File: src/rtl/apb_req_scheduler_if.sv
// Requester-side handshake and APB bus bundle for apb_req_scheduler.
// "master" is the scheduler's view; "slave" is the requesters plus APB slaves.
interface apb_req_scheduler_if #(
  parameter int NUM_REQ    = 4,
  parameter int ADDR_WIDTH = 8,
  parameter int DATA_WIDTH = 8
);
  logic [NUM_REQ-1:0]                  req;
  logic [NUM_REQ-1:0]                  req_write;
  logic [NUM_REQ*(ADDR_WIDTH+1)-1:0]   req_addr;
  logic [NUM_REQ*DATA_WIDTH-1:0]       req_wdata;
  logic [NUM_REQ-1:0]                  gnt;
  logic [NUM_REQ-1:0]                  done;
  logic [DATA_WIDTH-1:0]               rdata;
  logic                                err;

  logic                                PSEL1;
  logic                                PSEL2;
  logic                                PENABLE;
  logic                                PWRITE;
  logic [ADDR_WIDTH-1:0]               PADDR;
  logic [DATA_WIDTH-1:0]               PWDATA;
  logic [DATA_WIDTH-1:0]               PRDATA;
  logic                                PREADY;
  logic                                PSLVERR;

  modport master (
    input  req, req_write, req_addr, req_wdata, PRDATA, PREADY, PSLVERR,
    output gnt, done, rdata, err, PSEL1, PSEL2, PENABLE, PWRITE, PADDR, PWDATA
  );

  modport slave (
    output req, req_write, req_addr, req_wdata, PRDATA, PREADY, PSLVERR,
    input  gnt, done, rdata, err, PSEL1, PSEL2, PENABLE, PWRITE, PADDR, PWDATA
  );
endinterface

File: src/rtl/apb_req_scheduler.sv
// Round-robin scheduler sharing one APB master port among NUM_REQ requesters,
// with two-slave decode on the address MSB and a PREADY timeout.
module apb_req_scheduler #(
  parameter int NUM_REQ    = 4,
  parameter int ADDR_WIDTH = 8,
  parameter int DATA_WIDTH = 8,
  parameter int TIMEOUT    = 16
) (
  input  logic                PCLK,
  input  logic                PRESETn,
  apb_req_scheduler_if.master bus
);

  localparam int IDX_W = (NUM_REQ > 1) ? $clog2(NUM_REQ) : 1;
  localparam int AW1   = ADDR_WIDTH + 1;
  localparam int TO_W  = $clog2(TIMEOUT + 1);

  typedef enum logic [1:0] {
    IDLE   = 2'd0,
    SETUP  = 2'd1,
    ACCESS = 2'd2
  } state_t;

  state_t                 state;
  logic [IDX_W-1:0]       rr_ptr;
  logic [IDX_W-1:0]       owner;
  logic [TO_W-1:0]        cnt;

  logic [NUM_REQ-1:0]     gnt_q;
  logic [NUM_REQ-1:0]     done_q;
  logic [DATA_WIDTH-1:0]  rdata_q;
  logic                   err_q;
  logic                   psel1_q;
  logic                   psel2_q;
  logic                   penable_q;
  logic                   pwrite_q;
  logic [ADDR_WIDTH-1:0]  paddr_q;
  logic [DATA_WIDTH-1:0]  pwdata_q;

  // Round-robin search starting at rr_ptr
  logic                   win_vld;
  logic [IDX_W-1:0]       win_idx;
  logic [IDX_W-1:0]       cand;

  // NOTE: every always_comb output gets a default first so no latch is inferred.
  always_comb begin
    win_vld = 1'b0;
    win_idx = '0;
    cand    = '0;
    for (int k = 0; k < NUM_REQ; k++) begin
      cand = IDX_W'((int'(rr_ptr) + k) % NUM_REQ);
      if (!win_vld && bus.req[cand]) begin
        win_vld = 1'b1;
        win_idx = cand;
      end
    end
  end

  logic                   w_write;
  logic [AW1-1:0]         w_addr;
  logic [DATA_WIDTH-1:0]  w_wdata;

  always_comb begin
    w_write = 1'b0;
    w_addr  = '0;
    w_wdata = '0;
    for (int k = 0; k < NUM_REQ; k++) begin
      if (win_idx == IDX_W'(k)) begin
        w_write = bus.req_write[k];
        w_addr  = bus.req_addr[k*AW1 +: AW1];
        w_wdata = bus.req_wdata[k*DATA_WIDTH +: DATA_WIDTH];
      end
    end
  end

  logic finish;
  logic launch;

  always_comb begin
    finish = (state == ACCESS) && (bus.PREADY || (cnt == TO_W'(TIMEOUT - 1)));
    launch = win_vld && ((state == IDLE) || finish);
  end

  // NOTE: sequential state uses non-blocking assignments only, so every
  // register samples pre-edge values regardless of statement order.
  always_ff @(posedge PCLK or negedge PRESETn) begin
    if (!PRESETn) begin
      state     <= IDLE;
      rr_ptr    <= '0;
      owner     <= '0;
      cnt       <= '0;
      gnt_q     <= '0;
      done_q    <= '0;
      rdata_q   <= '0;
      err_q     <= 1'b0;
      psel1_q   <= 1'b0;
      psel2_q   <= 1'b0;
      penable_q <= 1'b0;
      pwrite_q  <= 1'b0;
      paddr_q   <= '0;
      pwdata_q  <= '0;
    end else begin
      gnt_q  <= '0;
      done_q <= '0;

      case (state)
        IDLE: ;
        SETUP: begin
          state     <= ACCESS;
          penable_q <= 1'b1;
          cnt       <= '0;
        end
        ACCESS: begin
          if (finish) begin
            done_q <= NUM_REQ'(1) << owner;
            if (bus.PREADY) begin
              err_q <= bus.PSLVERR;
              if (!pwrite_q) rdata_q <= bus.PRDATA;
            end else begin
              err_q   <= 1'b1;
              rdata_q <= '0;
            end
            cnt       <= '0;
            state     <= IDLE;
            psel1_q   <= 1'b0;
            psel2_q   <= 1'b0;
            penable_q <= 1'b0;
          end else begin
            cnt <= cnt + 1'b1;
          end
        end
        default: state <= IDLE;
      endcase

      // A new grant overrides the return-to-IDLE values set above.
      if (launch) begin
        state     <= SETUP;
        gnt_q     <= NUM_REQ'(1) << win_idx;
        owner     <= win_idx;
        rr_ptr    <= (win_idx == IDX_W'(NUM_REQ - 1)) ? '0 : win_idx + 1'b1;
        psel1_q   <= ~w_addr[ADDR_WIDTH];
        psel2_q   <= w_addr[ADDR_WIDTH];
        penable_q <= 1'b0;
        pwrite_q  <= w_write;
        paddr_q   <= w_addr[ADDR_WIDTH-1:0];
        pwdata_q  <= w_wdata;
      end
    end
  end

  assign bus.gnt     = gnt_q;
  assign bus.done    = done_q;
  assign bus.rdata   = rdata_q;
  assign bus.err     = err_q;
  assign bus.PSEL1   = psel1_q;
  assign bus.PSEL2   = psel2_q;
  assign bus.PENABLE = penable_q;
  assign bus.PWRITE  = pwrite_q;
  assign bus.PADDR   = paddr_q;
  assign bus.PWDATA  = pwdata_q;

endmodule

File: src/flat_wrapper.sv
// flat-port wrapper written by rule: the top's interface ports become plain ports
module apb_req_scheduler_flat 
#(
  parameter int NUM_REQ    = 4,
  parameter int ADDR_WIDTH = 8,
  parameter int DATA_WIDTH = 8,
  parameter int TIMEOUT    = 16
)
  (PCLK, PRESETn, bus_req, bus_req_write, bus_req_addr, bus_req_wdata, bus_PRDATA, bus_PREADY, bus_PSLVERR, bus_gnt, bus_done, bus_rdata, bus_err, bus_PSEL1, bus_PSEL2, bus_PENABLE, bus_PWRITE, bus_PADDR, bus_PWDATA);
  apb_req_scheduler_if #(.NUM_REQ(NUM_REQ), .ADDR_WIDTH(ADDR_WIDTH), .DATA_WIDTH(DATA_WIDTH)) bus_i ();
  input  logic PCLK;
  input  logic PRESETn;
  input wire logic [$bits(bus_i.req)-1:0] bus_req;
  input wire logic [$bits(bus_i.req_write)-1:0] bus_req_write;
  input wire logic [$bits(bus_i.req_addr)-1:0] bus_req_addr;
  input wire logic [$bits(bus_i.req_wdata)-1:0] bus_req_wdata;
  input wire logic [$bits(bus_i.PRDATA)-1:0] bus_PRDATA;
  input wire logic [$bits(bus_i.PREADY)-1:0] bus_PREADY;
  input wire logic [$bits(bus_i.PSLVERR)-1:0] bus_PSLVERR;
  output wire logic [$bits(bus_i.gnt)-1:0] bus_gnt;
  output wire logic [$bits(bus_i.done)-1:0] bus_done;
  output wire logic [$bits(bus_i.rdata)-1:0] bus_rdata;
  output wire logic [$bits(bus_i.err)-1:0] bus_err;
  output wire logic [$bits(bus_i.PSEL1)-1:0] bus_PSEL1;
  output wire logic [$bits(bus_i.PSEL2)-1:0] bus_PSEL2;
  output wire logic [$bits(bus_i.PENABLE)-1:0] bus_PENABLE;
  output wire logic [$bits(bus_i.PWRITE)-1:0] bus_PWRITE;
  output wire logic [$bits(bus_i.PADDR)-1:0] bus_PADDR;
  output wire logic [$bits(bus_i.PWDATA)-1:0] bus_PWDATA;
  assign bus_i.req = bus_req;
  assign bus_i.req_write = bus_req_write;
  assign bus_i.req_addr = bus_req_addr;
  assign bus_i.req_wdata = bus_req_wdata;
  assign bus_i.PRDATA = bus_PRDATA;
  assign bus_i.PREADY = bus_PREADY;
  assign bus_i.PSLVERR = bus_PSLVERR;
  assign bus_gnt = bus_i.gnt;
  assign bus_done = bus_i.done;
  assign bus_rdata = bus_i.rdata;
  assign bus_err = bus_i.err;
  assign bus_PSEL1 = bus_i.PSEL1;
  assign bus_PSEL2 = bus_i.PSEL2;
  assign bus_PENABLE = bus_i.PENABLE;
  assign bus_PWRITE = bus_i.PWRITE;
  assign bus_PADDR = bus_i.PADDR;
  assign bus_PWDATA = bus_i.PWDATA;
  apb_req_scheduler #(.NUM_REQ(NUM_REQ), .ADDR_WIDTH(ADDR_WIDTH), .DATA_WIDTH(DATA_WIDTH), .TIMEOUT(TIMEOUT)) u_core (.PCLK(PCLK), .PRESETn(PRESETn), .bus(bus_i));
endmodule
File: config.mk
export PLATFORM = sky130hd
export DESIGN_NAME = apb_req_scheduler_flat
export DESIGN_NICKNAME = d
export VERILOG_FILES = /design/src/rtl/apb_req_scheduler_if.sv /design/src/rtl/apb_req_scheduler.sv /design/src/flat_wrapper.sv
export SDC_FILE = /design/constraint.sdc
export NUM_CORES = 1
export LEC_CHECK = 0
export BUFFER_PORTS_ARGS = -buffer_cell sky130_fd_sc_hd__buf_2
export CAP_MARGIN = 10
export CORE_ASPECT_RATIO = 1.2
export CORE_UTILIZATION = 32
export CTS_CLUSTER_SIZE = 25
export DETAILED_ROUTE_END_ITERATION = 16
export HOLD_SLACK_MARGIN = 0.12
export PLACE_DENSITY = 0.68
export SYNTH_ARGS = -nofsm -noshare
export SYNTH_HDL_FRONTEND = slang
export SYNTH_SLANG_ARGS = --single-unit
File: constraint.sdc
create_clock -name PCLK -period 4.43 [get_ports PCLK]
set_input_delay 0.886 -clock PCLK [delete_from_list [all_inputs] [get_ports PCLK]]
set_output_delay 0.886 -clock PCLK [all_outputs]
set_load 0.01 [all_outputs]
==> metrics <==
Least-Margin Pin Slew=1070 ps; synthesized flop and latch total=48; WHS Endpoint=u_core.bus.PWDATA[0]; crit-path max FO=17; die area=7940 um2; Pre-Repair DR Iteration Count=4; Synth area leaders=dfrtp_1 (49%), nand2_1 (7.0%), a221oi_1 (6.5%); Syn Area/Cell=9.79 um2; Min-Delay Path Class=flop to flop; Pins Over Slew Limit=0; max layer used=met4; RR Startpoint=u_core.cnt[0]; Die W=81.5 um; post-route ant nets=0; Pwr Density=641 nW/um2; Leak=1.62 nW; core area=7320 um2; Worst R2R Path Depth=6; PostCTS Resize Cnt=0; reg2reg end=u_core.rr_ptr[1]; clk slew on worst S/H paths=90 ps; Synth Flop Type=dfrtp_1; unrepaired setup endpoints after global routing=false; die height=97.4 um; Met3 Wirelength=392 um; flop-to-flop setup slack=1780 ps; Setup violations, final=0; Hold Crit Depth=2; ys async rst share=100%; Fin Setup TNS=0 ps; ANT cells=0; dpl hpwl=4.74 mm; # H-tree levels=2; Synth warnings=0; Area growth syn-to-layout=30.8%; Yosys cell types=37; initial antenna violation count=0; Worst EP arrival=3260 ps; root buf cell=clkbuf_8; routability congestion estimate=0.766; residual DRC count=0; fin crit period=3060 ps; Critical Path Source Type=input port; Post-Syn Area=2430 um2; vias post-DR=2299; most frequent cell after synthesis=dfrtp_1; Via density=5.04; EDFF count, synth=0; Fmax=326 MHz; min-delay src=u_core.bus.PWDATA[0]; Final Hold Vio Count=0; Reg area=1200 um2; grt total ovfl=0; CTS Buf Count=5; Initial DRC Count=135; Avg WL per Cell=13.9 um; nets=462; worst skew pair latency=300 ps; Mapped Cells=248; first-pass GRT wire length=10.6 mm; starting density of the core=33.2%; Rel. slew slack=28.6%; Hold WS=478 ps; Post-CTS Setup Inserts=0; Final Cycle Share=69.1%; final wirelength=6.35 mm; Worst setup EP type=flop; CTS tree=built; area of the multi-input gates=1100 um2; # hold bufs at CTS=0; share of the synthesized area in the top cell type=49.5%; share of cells above drive strength 1=38.3%; Synth area leader=dfrtp_1; Req. time, crit path=4620 ps; Total Power=2.03 mW; largest net degree at the start of global routing=49; DP Worst Slack=1080 ps; Clock Path Buffers=2; vias in the first global route=2288; peak supply drop=307 uV; # rows=34; final worst slack=1370 ps; routed wl met2=3.04 mm; Top Ports=125; Total GRT Usage=17.0%; Max-Cap Viols=0; Post-synth top cells=dfrtp_1 (48), nand2_1 (45), a221oi_1 (18), o22ai_1 (18), o31ai_1 (18); IO buf count=124; status=finished, final reports clean; WL met1=2.78 mm; # fillers=726; post-synth net total=345; WS Path Type=input port to flop; register area share after synthesis=49.5%; Clock Sinks=48; Max Clock Skew=5.55 ps
[report_power, final]
| part | total, mW | switching, mW | internal (mW) |
|---|---|---|---|
| clock | 0.269 | 0.144 | 0.125 |
| combinational | 1.05 | 0.617 | 0.429 |
| sequential | 0.719 | 0.101 | 0.618 |
[logic make-up (layout without fill, tap and decap cells)]
group                      count (synthesis)  count (layout)  synth area share (%)
adders and majority gates                  9               9                  4.64
muxes                                      3               3                  1.34
buffers and inverters                     24             142                  5.10
AOI/OAI and AO/OA                         84              84                  24.2
DFF                                       48              48                  49.5
and+or+nand+nor                           80              80                  15.2
[worst max-delay path, cell delays in order]
cell      delay (ps)
buf_2            120
nor2b_1          140
a21boi_0         120
o32ai_1          550
inv_1            140
ha_1             260
nand2b_1         460
o22ai_1          260
nor2_1            80
a22o_1           230
[worst max-delay path by stage]
stage | startpoint | depth (start not counted) | to
2_1_floorplan | bus_req[2] | 10 | u_core.bus.PSEL2
3_3_place_gp | bus_req[2] | 10 | u_core.bus.PSEL2
3_5_place_dp | bus_req[2] | 10 | u_core.bus.PSEL2
4_1_cts | bus_req[2] | 10 | u_core.bus.PSEL2
5_1_grt | bus_req[2] | 10 | u_core.bus.PSEL2
6_report | bus_req[2] | 10 | u_core.bus.PSEL2
[placed cells by master (no fill, tap or decap), drive strengths merged]
cell,netlist,layout
and2,3,3
mux2i,1,1
o22a,1,1
nand2b,2,2
o21a,1,1
a221oi,18,18
o22ai,18,18
clkbuf,5,6
and3b,1,1
dfrtp,48,48
mux2,2,2
nor3b,2,2
o32ai,1,1
or2,2,2
nor2b,5,5
a21oi,7,7
clkinv,1,3
and3,3,3
nand3,3,3
inv,7,7
o32a,1,1
a22o,1,1
a21boi,1,1
o31ai,18,18
nor3,1,1
nor4,1,1
or4,1,1
o21ai,17,17
ha,9,9
nor2,10,10
buf,11,126
nand2,45,45
or3b,1,1
[per-layer routing]
metal | global-route usage [%] | vias to the layer above
met5 | 0 | -
met2 | 27.8 | 94
met3 | 3.85 | 13
met1 | 21.9 | 1053
met4 | 5.49 | 0
li1 | - | 1139
[cell type report]
class / instances / share of cell area (%)
clock buffers: 6 / 2.60
clock inverters: 2 / 0.315
inverters: 8 / 0.946
multi-input cells: 176 / 34.8
flip-flops and latches: 48 / 37.8
well taps: 90 / 3.55
repair buffers: 126 / 20.0
[stage by stage]
step	cell area [um2]	util [%]	instances
finish	3180	43.4	456
global route	3180	43.4	456
CTS	3180	43.4	456
detailed placement	3080	42.1	448
global placement	3080	42.1	448
floorplan	2430	-	248
[registers in the layout (all words and copies together) (netlist names), 2 cells and up]
register           count
u_core.bus.PADDR       8
u_core.bus.PWDATA      8
u_core.bus.done        4
u_core.bus.gnt         4
u_core.bus.rdata       8
u_core.cnt             5
u_core.owner           2
u_core.rr_ptr          2
u_core.state           2
No activity file was read; power rests on OpenSTA's default activity.
